<file path="config.mk">
export PLATFORM = sky130hd
export DESIGN_NAME = calc_arbiter
export DESIGN_NICKNAME = d
export VERILOG_FILES = /design/src/rtl/calc_arbiter.sv
export SDC_FILE = /design/constraint.sdc
export NUM_CORES = 1
export LEC_CHECK = 0
export BUFFER_PORTS_ARGS = -buffer_cell sky130_fd_sc_hd__buf_2
export CORE_AREA = 5 5 220 222
export CTS_CLUSTER_SIZE = 8
export DETAILED_ROUTE_END_ITERATION = 8
export DIE_AREA = 0 0 225 227
export PLACE_DENSITY_LB_ADDON = 0.2
export SYNTH_ARGS = -nofsm -noshare
export SYNTH_HDL_FRONTEND = slang
export SYNTH_SLANG_ARGS = --single-unit
</file>
<file path="constraint.sdc">
create_clock -name clk -period 3.9 [get_ports clk]
set_input_delay 0.585 -clock clk [delete_from_list [all_inputs] [get_ports clk]]
set_output_delay 0.585 -clock clk [all_outputs]
set_load 0.005 [all_outputs]
</file>
<file path="src/rtl/calc_arbiter.sv">
// calc_arbiter
//   Shares one external datapath among NUM_REQ requesters with round-robin
//   arbitration and issues at most one operation per cycle. The granted
//   requester's operands are registered onto dp_a/dp_b/dp_c. A tag pipeline
//   carries {valid, id} alongside the datapath, so each response comes back
//   tagged with the requester that issued it.
//
// Ports
//   clk, rst_n              clock, asynchronous active-low reset
//   enable                  1 = grants allowed, 0 = issue paused
//   req_valid[NUM_REQ]      per-requester operation valid
//   req_ready[NUM_REQ]      combinational one-hot grant
//   req_a/req_b/req_c       flattened operands, requester i at [i*WIDTH +: WIDTH]
//   dp_a/dp_b/dp_c          registered operands to the shared datapath
//   dp_result               datapath result, valid LATENCY cycles after load
//   resp_valid/id/data      one-cycle response strobe, requester id, result
//   issue_count             saturating count of accepted operations
module calc_arbiter #(
  parameter int NUM_REQ = 4,
  parameter int WIDTH   = 32,
  parameter int LATENCY = 1,
  localparam int ID_W   = (NUM_REQ > 1) ? $clog2(NUM_REQ) : 1
) (
  input  logic                     clk,
  input  logic                     rst_n,
  input  logic                     enable,
  input  logic [NUM_REQ-1:0]       req_valid,
  output logic [NUM_REQ-1:0]       req_ready,
  input  logic [NUM_REQ*WIDTH-1:0] req_a,
  input  logic [NUM_REQ*WIDTH-1:0] req_b,
  input  logic [NUM_REQ*WIDTH-1:0] req_c,
  output logic [WIDTH-1:0]         dp_a,
  output logic [WIDTH-1:0]         dp_b,
  output logic [WIDTH-1:0]         dp_c,
  input  logic [WIDTH-1:0]         dp_result,
  output logic                     resp_valid,
  output logic [ID_W-1:0]          resp_id,
  output logic [WIDTH-1:0]         resp_data,
  output logic [15:0]              issue_count
);

  // Unflattened operand views, one entry per requester.
  logic [WIDTH-1:0] w_a [NUM_REQ];
  logic [WIDTH-1:0] w_b [NUM_REQ];
  logic [WIDTH-1:0] w_c [NUM_REQ];

  for (genvar gi = 0; gi < NUM_REQ; gi++) begin : g_unpack
    assign w_a[gi] = req_a[gi*WIDTH +: WIDTH];
    assign w_b[gi] = req_b[gi*WIDTH +: WIDTH];
    assign w_c[gi] = req_c[gi*WIDTH +: WIDTH];
  end

  logic [ID_W-1:0]    r_rr_ptr;
  logic [NUM_REQ-1:0] w_grant;
  logic [ID_W-1:0]    w_grant_id;
  logic               w_found;
  logic               w_fire;

  // Round-robin search starting at r_rr_ptr and wrapping. rst_n gates the
  // grant so nothing is offered while reset is held.
  always_comb begin
    // NOTE: every combinational output gets a default first so no path
    // through the block leaves it unassigned (which would infer a latch).
    w_grant    = '0;
    w_grant_id = '0;
    w_found    = 1'b0;
    for (int k = 0; k < NUM_REQ; k++) begin
      logic [ID_W-1:0] idx;
      // NOTE: blocking assignments here because idx and w_found are
      // consumed later in the same evaluation; clocked state uses <= only.
      idx = ID_W'((int'(r_rr_ptr) + k) % NUM_REQ);
      if (!w_found && req_valid[idx]) begin
        w_found    = 1'b1;
        w_grant_id = idx;
      end
    end
    if (enable && rst_n && w_found) begin
      w_grant[w_grant_id] = 1'b1;
    end
  end

  assign w_fire    = |w_grant;
  assign req_ready = w_grant;

  // Issue stage: operands plus the tag that travels with them.
  logic [WIDTH-1:0] r_dp_a, r_dp_b, r_dp_c;
  logic             r_issue_v;
  logic [ID_W-1:0]  r_issue_id;
  logic [15:0]      r_issue_count;

  always_ff @(posedge clk or negedge rst_n) begin
    if (!rst_n) begin
      r_rr_ptr      <= '0;
      r_dp_a        <= '0;
      r_dp_b        <= '0;
      r_dp_c        <= '0;
      r_issue_v     <= 1'b0;
      r_issue_id    <= '0;
      r_issue_count <= '0;
    end else begin
      r_issue_v  <= w_fire;
      r_issue_id <= w_grant_id;
      if (w_fire) begin
        r_rr_ptr <= (w_grant_id == ID_W'(NUM_REQ - 1)) ? '0 : w_grant_id + ID_W'(1);
        // Operands only move on a transfer so the datapath sees no idle toggling.
        r_dp_a   <= w_a[w_grant_id];
        r_dp_b   <= w_b[w_grant_id];
        r_dp_c   <= w_c[w_grant_id];
        if (r_issue_count != 16'hFFFF) begin
          r_issue_count <= r_issue_count + 16'd1;
        end
      end
    end
  end

  // Tag pipeline: LATENCY stages that line up with the datapath, so the last
  // stage is valid exactly when dp_result belongs to that issue.
  logic [LATENCY-1:0] r_tag_v;
  logic [ID_W-1:0]    r_tag_id [LATENCY];

  always_ff @(posedge clk or negedge rst_n) begin
    if (!rst_n) begin
      r_tag_v <= '0;
      // NOTE: the id array is only a few flops, so it is reset with the valids
      // to keep resp_id deterministic; a wide payload array would be left unreset.
      for (int s = 0; s < LATENCY; s++) begin
        r_tag_id[s] <= '0;
      end
    end else begin
      r_tag_v[0]  <= r_issue_v;
      r_tag_id[0] <= r_issue_id;
      for (int s = 1; s < LATENCY; s++) begin
        r_tag_v[s]  <= r_tag_v[s-1];
        r_tag_id[s] <= r_tag_id[s-1];
      end
    end
  end

  // Response register: strobe for one cycle, data and id hold otherwise.
  logic             r_resp_valid;
  logic [ID_W-1:0]  r_resp_id;
  logic [WIDTH-1:0] r_resp_data;

  always_ff @(posedge clk or negedge rst_n) begin
    if (!rst_n) begin
      r_resp_valid <= 1'b0;
      r_resp_id    <= '0;
      r_resp_data  <= '0;
    end else begin
      r_resp_valid <= r_tag_v[LATENCY-1];
      if (r_tag_v[LATENCY-1]) begin
        r_resp_id   <= r_tag_id[LATENCY-1];
        r_resp_data <= dp_result;
      end
    end
  end

  assign dp_a        = r_dp_a;
  assign dp_b        = r_dp_b;
  assign dp_c        = r_dp_c;
  assign resp_valid  = r_resp_valid;
  assign resp_id     = r_resp_id;
  assign resp_data   = r_resp_data;
  assign issue_count = r_issue_count;

endmodule

</file>
== Word-level counts from Yosys, hierarchy flattened ==
Index checks and enable logic that the tools add are counted.
W data, S select, Z words.
Word-level totals
  register bits after elaboration: 155
  input bits: 423
  logic and storage cells: 67
Cells by class
  reductions and logical operators: 11
  eq/ne operators: 2
  multiplexer cells: 29
  bitwise logic cells: 1
  $lt $le $gt $ge: 7
  add/sub/neg operators: 5
Operators with widths (count)
  $bmux W32 S2: 3
  $mux W32: 6
  $add A16 B1 Y16 const B: 1
  $ne A16 B16 Y1 const B: 1
  $lt A2 B3 Y1 const B: 5
  $mux W2: 5
  $mux W1: 9
  $bmux W1 S2: 4
  $logic_and A1 B1 Y1: 6
  $add A2 B1 Y2 const B: 2
  $add A2 B2 Y2 const B: 2
  $mux W4: 1
  $reduce_or A4 Y1: 1
  $ge A3 B3 Y1 const B: 1
  $logic_not A1 Y1: 3
  $not A2 Y3: 1
  $demux W1 S2: 1
  $eq A2 B2 Y1 const B: 1
  $ge A2 B1 Y1 const B: 1
  $reduce_and A2 Y1: 1

== Depth between registers and ports, before layout ==
  word-level depth: 19
  gate-level depth with buffers: 15
  depth with buffers taken out: 10

== Least setup slack after synthesis ==
No wires, ideal clock.
  path kind: in2reg
  from: input port req_valid[0]
  to: register r_dp_c[24] (netlist: dp_c[24])
  buffers on the path: 6
  slack: 0.766 ns
  library setup time: 0.131 ns
  stages on the path: 15
  arrival time: 3.003 ns
  data required time: 3.769 ns
  path through: nor2b_1 o21a_1 buf_2 buf_2 clkbuf_1 nor2_1 ha_1 or2_2 clkbuf_1 o31ai_2 inv_2 nand2_2 buf_6 buf_6 o211ai_1
Between the ends
  word-level cells in the longest chain between the ends: 18
  elaborated cells on any way between the ends: 34
RTL lines
  start, declared: line 27  | input logic [NUM_REQ-1:0] req_valid,
  $bmux W1 S2: line 72  | if (!w_found && req_valid[idx]) begin
  $mux W1 (implied by the code): line 72
  $mux W1: line 72
  $logic_not A1 Y1: line 72
  $logic_and A1 B1 Y1: line 72
  $mux W1: line 72
  $logic_not A1 Y1: line 72
  $logic_and A1 B1 Y1: line 72
  (+2 left out)
  $logic_and A1 B1 Y1: line 72
  $mux W2: line 72
  $lt A2 B3 Y1 (implied by the code) / $ge A2 B1 Y1 (equally long branches): line 78  | w_grant[w_grant_id] = 1'b1;
  $logic_and A1 B1 Y1 (implied by the code): line 78
  $mux W1 (implied by the code): line 78
  $demux W1 S2: line 78
  $mux W4: line 77  | if (enable && rst_n && w_found) begin
  $reduce_or A4 Y1: line 82  | assign w_fire = |w_grant;
  end signal, assigned: line 108  | r_dp_c <= w_c[w_grant_id];
  end, declared: line 86  | logic [WIDTH-1:0] r_dp_a, r_dp_b, r_dp_c;
Parallel ways exist; a longest one is shown, timed or not. The select of a mux whose other input is x is not followed.
A chain may end at the register's enable or synchronous reset.

== Worst setup path after layout ==
  from: register r_rr_ptr[0]
  to: output port req_ready[1]
Between the ends
  word-level cells in the longest chain between the ends: 17
  elaborated cells on any way between the ends: 32
RTL lines
  start, declared: line 53  | logic [ID_W-1:0] r_rr_ptr;
  start signal, assigned: line 104  | r_rr_ptr <= (w_grant_id == ID_W'(NUM_REQ - 1)) ? '0 : w_grant_id + ID_W'(1);
  parallel branches: the longest is 16 deep, another holds $lt A2 B3 Y1
  $mux W4 *: line 77
  end, declared: line 28  | output logic [NUM_REQ-1:0] req_ready,
Mark *: on every way between the ends. The select of a mux whose other input is x is not followed.

==> flow_metrics.tcl <==
set metrics [dict create \
    end_kind "primary output" \
    final.setup.worst_slack_ns 0.768 \
    max_freq_mhz 319 \
    criticalPathCategory "flip-flop to primary output" \
    core_mm2 0.0462 \
    num_rows 79 \
    hpwl_um 32200 \
    grt_pass1_wl_um 63800 \
    antenna_found_initial 5 \
    gp_congestion 0.859 \
    synth_edf_count 0 \
    vias 9818 \
    dp_slack_ns 0.683 \
    p_leak_uw 0.00644 \
    die_area_mm2 0.0511 \
    max_slew.worst_pin.slew_ns 1.08 \
    rsz0062_at_grt "false" \
    avgSynthCellArea_um2 9.76 \
    route.detailed.vias_per_inst 4.70 \
    gr-total-overflow 0 \
    report.final.slew_viol_count 0 \
    hold_violations 0 \
    synthTopCellsByCount "dfrtp_1, nand2_1, nand4_1, o21ai_0" \
    status "finished, final reports clean" \
    ys_types 37 \
    synthTopCellsByArea "dfrtp_1, mux2i_1, a21o_1, nand4_1, o211ai_1" \
    ys_ff_latch 155 \
    drt-total-wl_um 43300 \
    tritoncts "built" \
    clkTransAtPathRegs_ns 0.08 \
    skew_ns 0.0190 \
    cts_buffer_depth 2 \
    cts_inserted_buffers 17 \
    synth_area_leader_cell "dfrtp_1" \
    fin_setup_tns_ns 0 \
    wire_per_inst_um 20.7 \
    maxCapViolCount 0 \
    hold_class "input pin to asynchronous set/reset pin" \
    cts.sinks 155 \
    synth_most_common_cell "dfrtp_1" \
    area_growth_pct 43.9 \
    clock_latency_ns 0.48 \
    finalNetCount 1895 \
    fin_crit_ns 3.13 \
    postCtsHoldBufs 0 \
    cp_max_fo 51 \
    grt_pass1_vias 10300 \
    ios 574 \
    drive_above_1_share_pct 47.2 \
    root_buffer "clkbuf_16" \
    initial_core_util_pct 20.2 \
    synth_top_area_share_pct 41.7 \
    syn_area_mm2 0.00930 \
    cts_max_level 4 \
    track_usage_pct 16.3 \
    grt_max_degree 102 \
    ys_seq_area_share_pct 41.7 \
    crit_arrival_ns 2.55 \
    post_cts_buffers 0 \
    critPathRequiredTime_ns 3.31 \
    ir_drop_mv 0.306 \
    synth-async-reset-ratio_pct 100 \
    die_w_um 225 \
    synth_top_flop_cell "dfrtp_1" \
    powerDensity_mw_per_mm2 632 \
    antenna_left 0 \
    drtPass1Iterations 5 \
    chipHeight_um 227 \
    cts_repair_resize_count 0 \
    io_buffers 573 \
    fin_crit_sh_pct 80.3 \
    drc_errors 0 \
    start_kind "flip-flop" \
    finalSetupViolations 0 \
    yosysWarnings 0 \
    synth_fp_nets 1379 \
    synth_cells 953 \
    slew_headroom_pct 28.3 \
    drtIter0Drc 441 \
]
[path summary, 6_finish.rpt]
path / startpoint / to / slack [ns] / cells after the start
setup reg to reg: r_rr_ptr[1] / dp_c[12] / 1.04 / 8
min in group clk: dp_result[31] / resp_data[31] / 0.34 / 2
hold reg to reg: r_issue_id[1] / r_tag_id[1] / 0.35 / 0
setup / recovery: r_rr_ptr[0] / req_ready[1] / 0.77 / 6
hold / removal: rst_n / r_issue_id[0] / 0.30 / 2
max in group asynchronous: rst_n / dp_c[3] / 2.25 / 3
[state kept, by name (all words and copies together) (netlist names), 2 cells and up]
name,flops
resp_data,32
r_rr_ptr,2
r_issue_id,2
dp_b,32
dp_a,32
r_tag_id,2
resp_id,2
dp_c,32
issue_count,16
[critical path, stage by stage, from the launching register on]
cell and delay, ns:
dfrtp_1 0.41, nor2b_1 0.32, o21a_4 0.20, buf_4 0.45
nor2_4 0.16, nor2_1 0.33, buf_2 0.20
[routing by layer]
metal / wire [um] / part of all wire (%) / global-route usage [%] / up-vias
met5: 34 / 0.078 / 0 / -
met4: 1430 / 3.3 / 7.23 / 6
met3: 3620 / 8.4 / 4.62 / 61
met2: 20900 / 48 / 27.1 / 447
met1: 17400 / 40 / 19.8 / 4703
li1: - / - / - / 4601
[stage by stage]
stage	total power, uW	util [%]	area, um2	std cells	hold slack, ns
after floorplan	4960	-	9300	953	0.289
after global placement	6810	27.7	12800	2057	0.336
after detailed placement	6850	27.7	12800	2057	0.335
after CTS	8640	29.0	13400	2089	0.265
after global routing	9060	29.0	13400	2090	0.307
final	8470	29.0	13400	2091	0.303
[report_power, final]
part | leakage (uW) | internal (uW) | switching [uW]
clock | 0.000287 | 859 | 870
sequential | 0.00193 | 2300 | 373
combinational | 0.00422 | 1720 | 2350
[final cells by class]
| class | count | area (um2) |
|---|---|---|
| Inverter | 3 | 11.3 |
| Antenna cell | 2 | 5.00 |
| Fill cell | 5001 | 32800 |
| Sequential cell | 155 | 3880 |
| Multi-Input combinational cell | 696 | 4970 |
| Clock inverter | 15 | 170 |
| Timing Repair Buffer | 596 | 3170 |
| Tap cell | 607 | 759 |
| Clock buffer | 17 | 425 |
[cell usage in the layout, fill, tap and decap left out, types with 6 or more instances in the layout]
master / synthesis / routed
xnor2_1: 11 / 11
o211ai_1: 70 / 70
buf_4: 10 / 13
clkbuf_16: 0 / 17
and3_1: 8 / 8
buf_2: 28 / 572
o211ai_2: 26 / 26
dfrtp_1: 155 / 155
nand4_1: 103 / 103
nand2_1: 109 / 109
o21ai_0: 99 / 99
mux2i_1: 96 / 96
mux2_2: 35 / 35
nand3_1: 6 / 6
buf_12: 0 / 10
a21o_1: 96 / 96
[kinds of logic (layout without fill, tap and decap cells)]
family                     Yosys count  after routing  share of synthesized area (%)
buffers and inverters              102            631                           5.38
AOI/OAI and AO/OA                  298            298                           23.0
and+or+nand+nor                    249            249                           13.6
xor gates and xnor gates            15             15                           1.41
muxes                              131            131                           14.6
adders and majority gates            3              3                          0.404
other                                0              2                              0
DFF                                155            155                           41.7
Note: power is estimated with default switching activity, not from simulation.
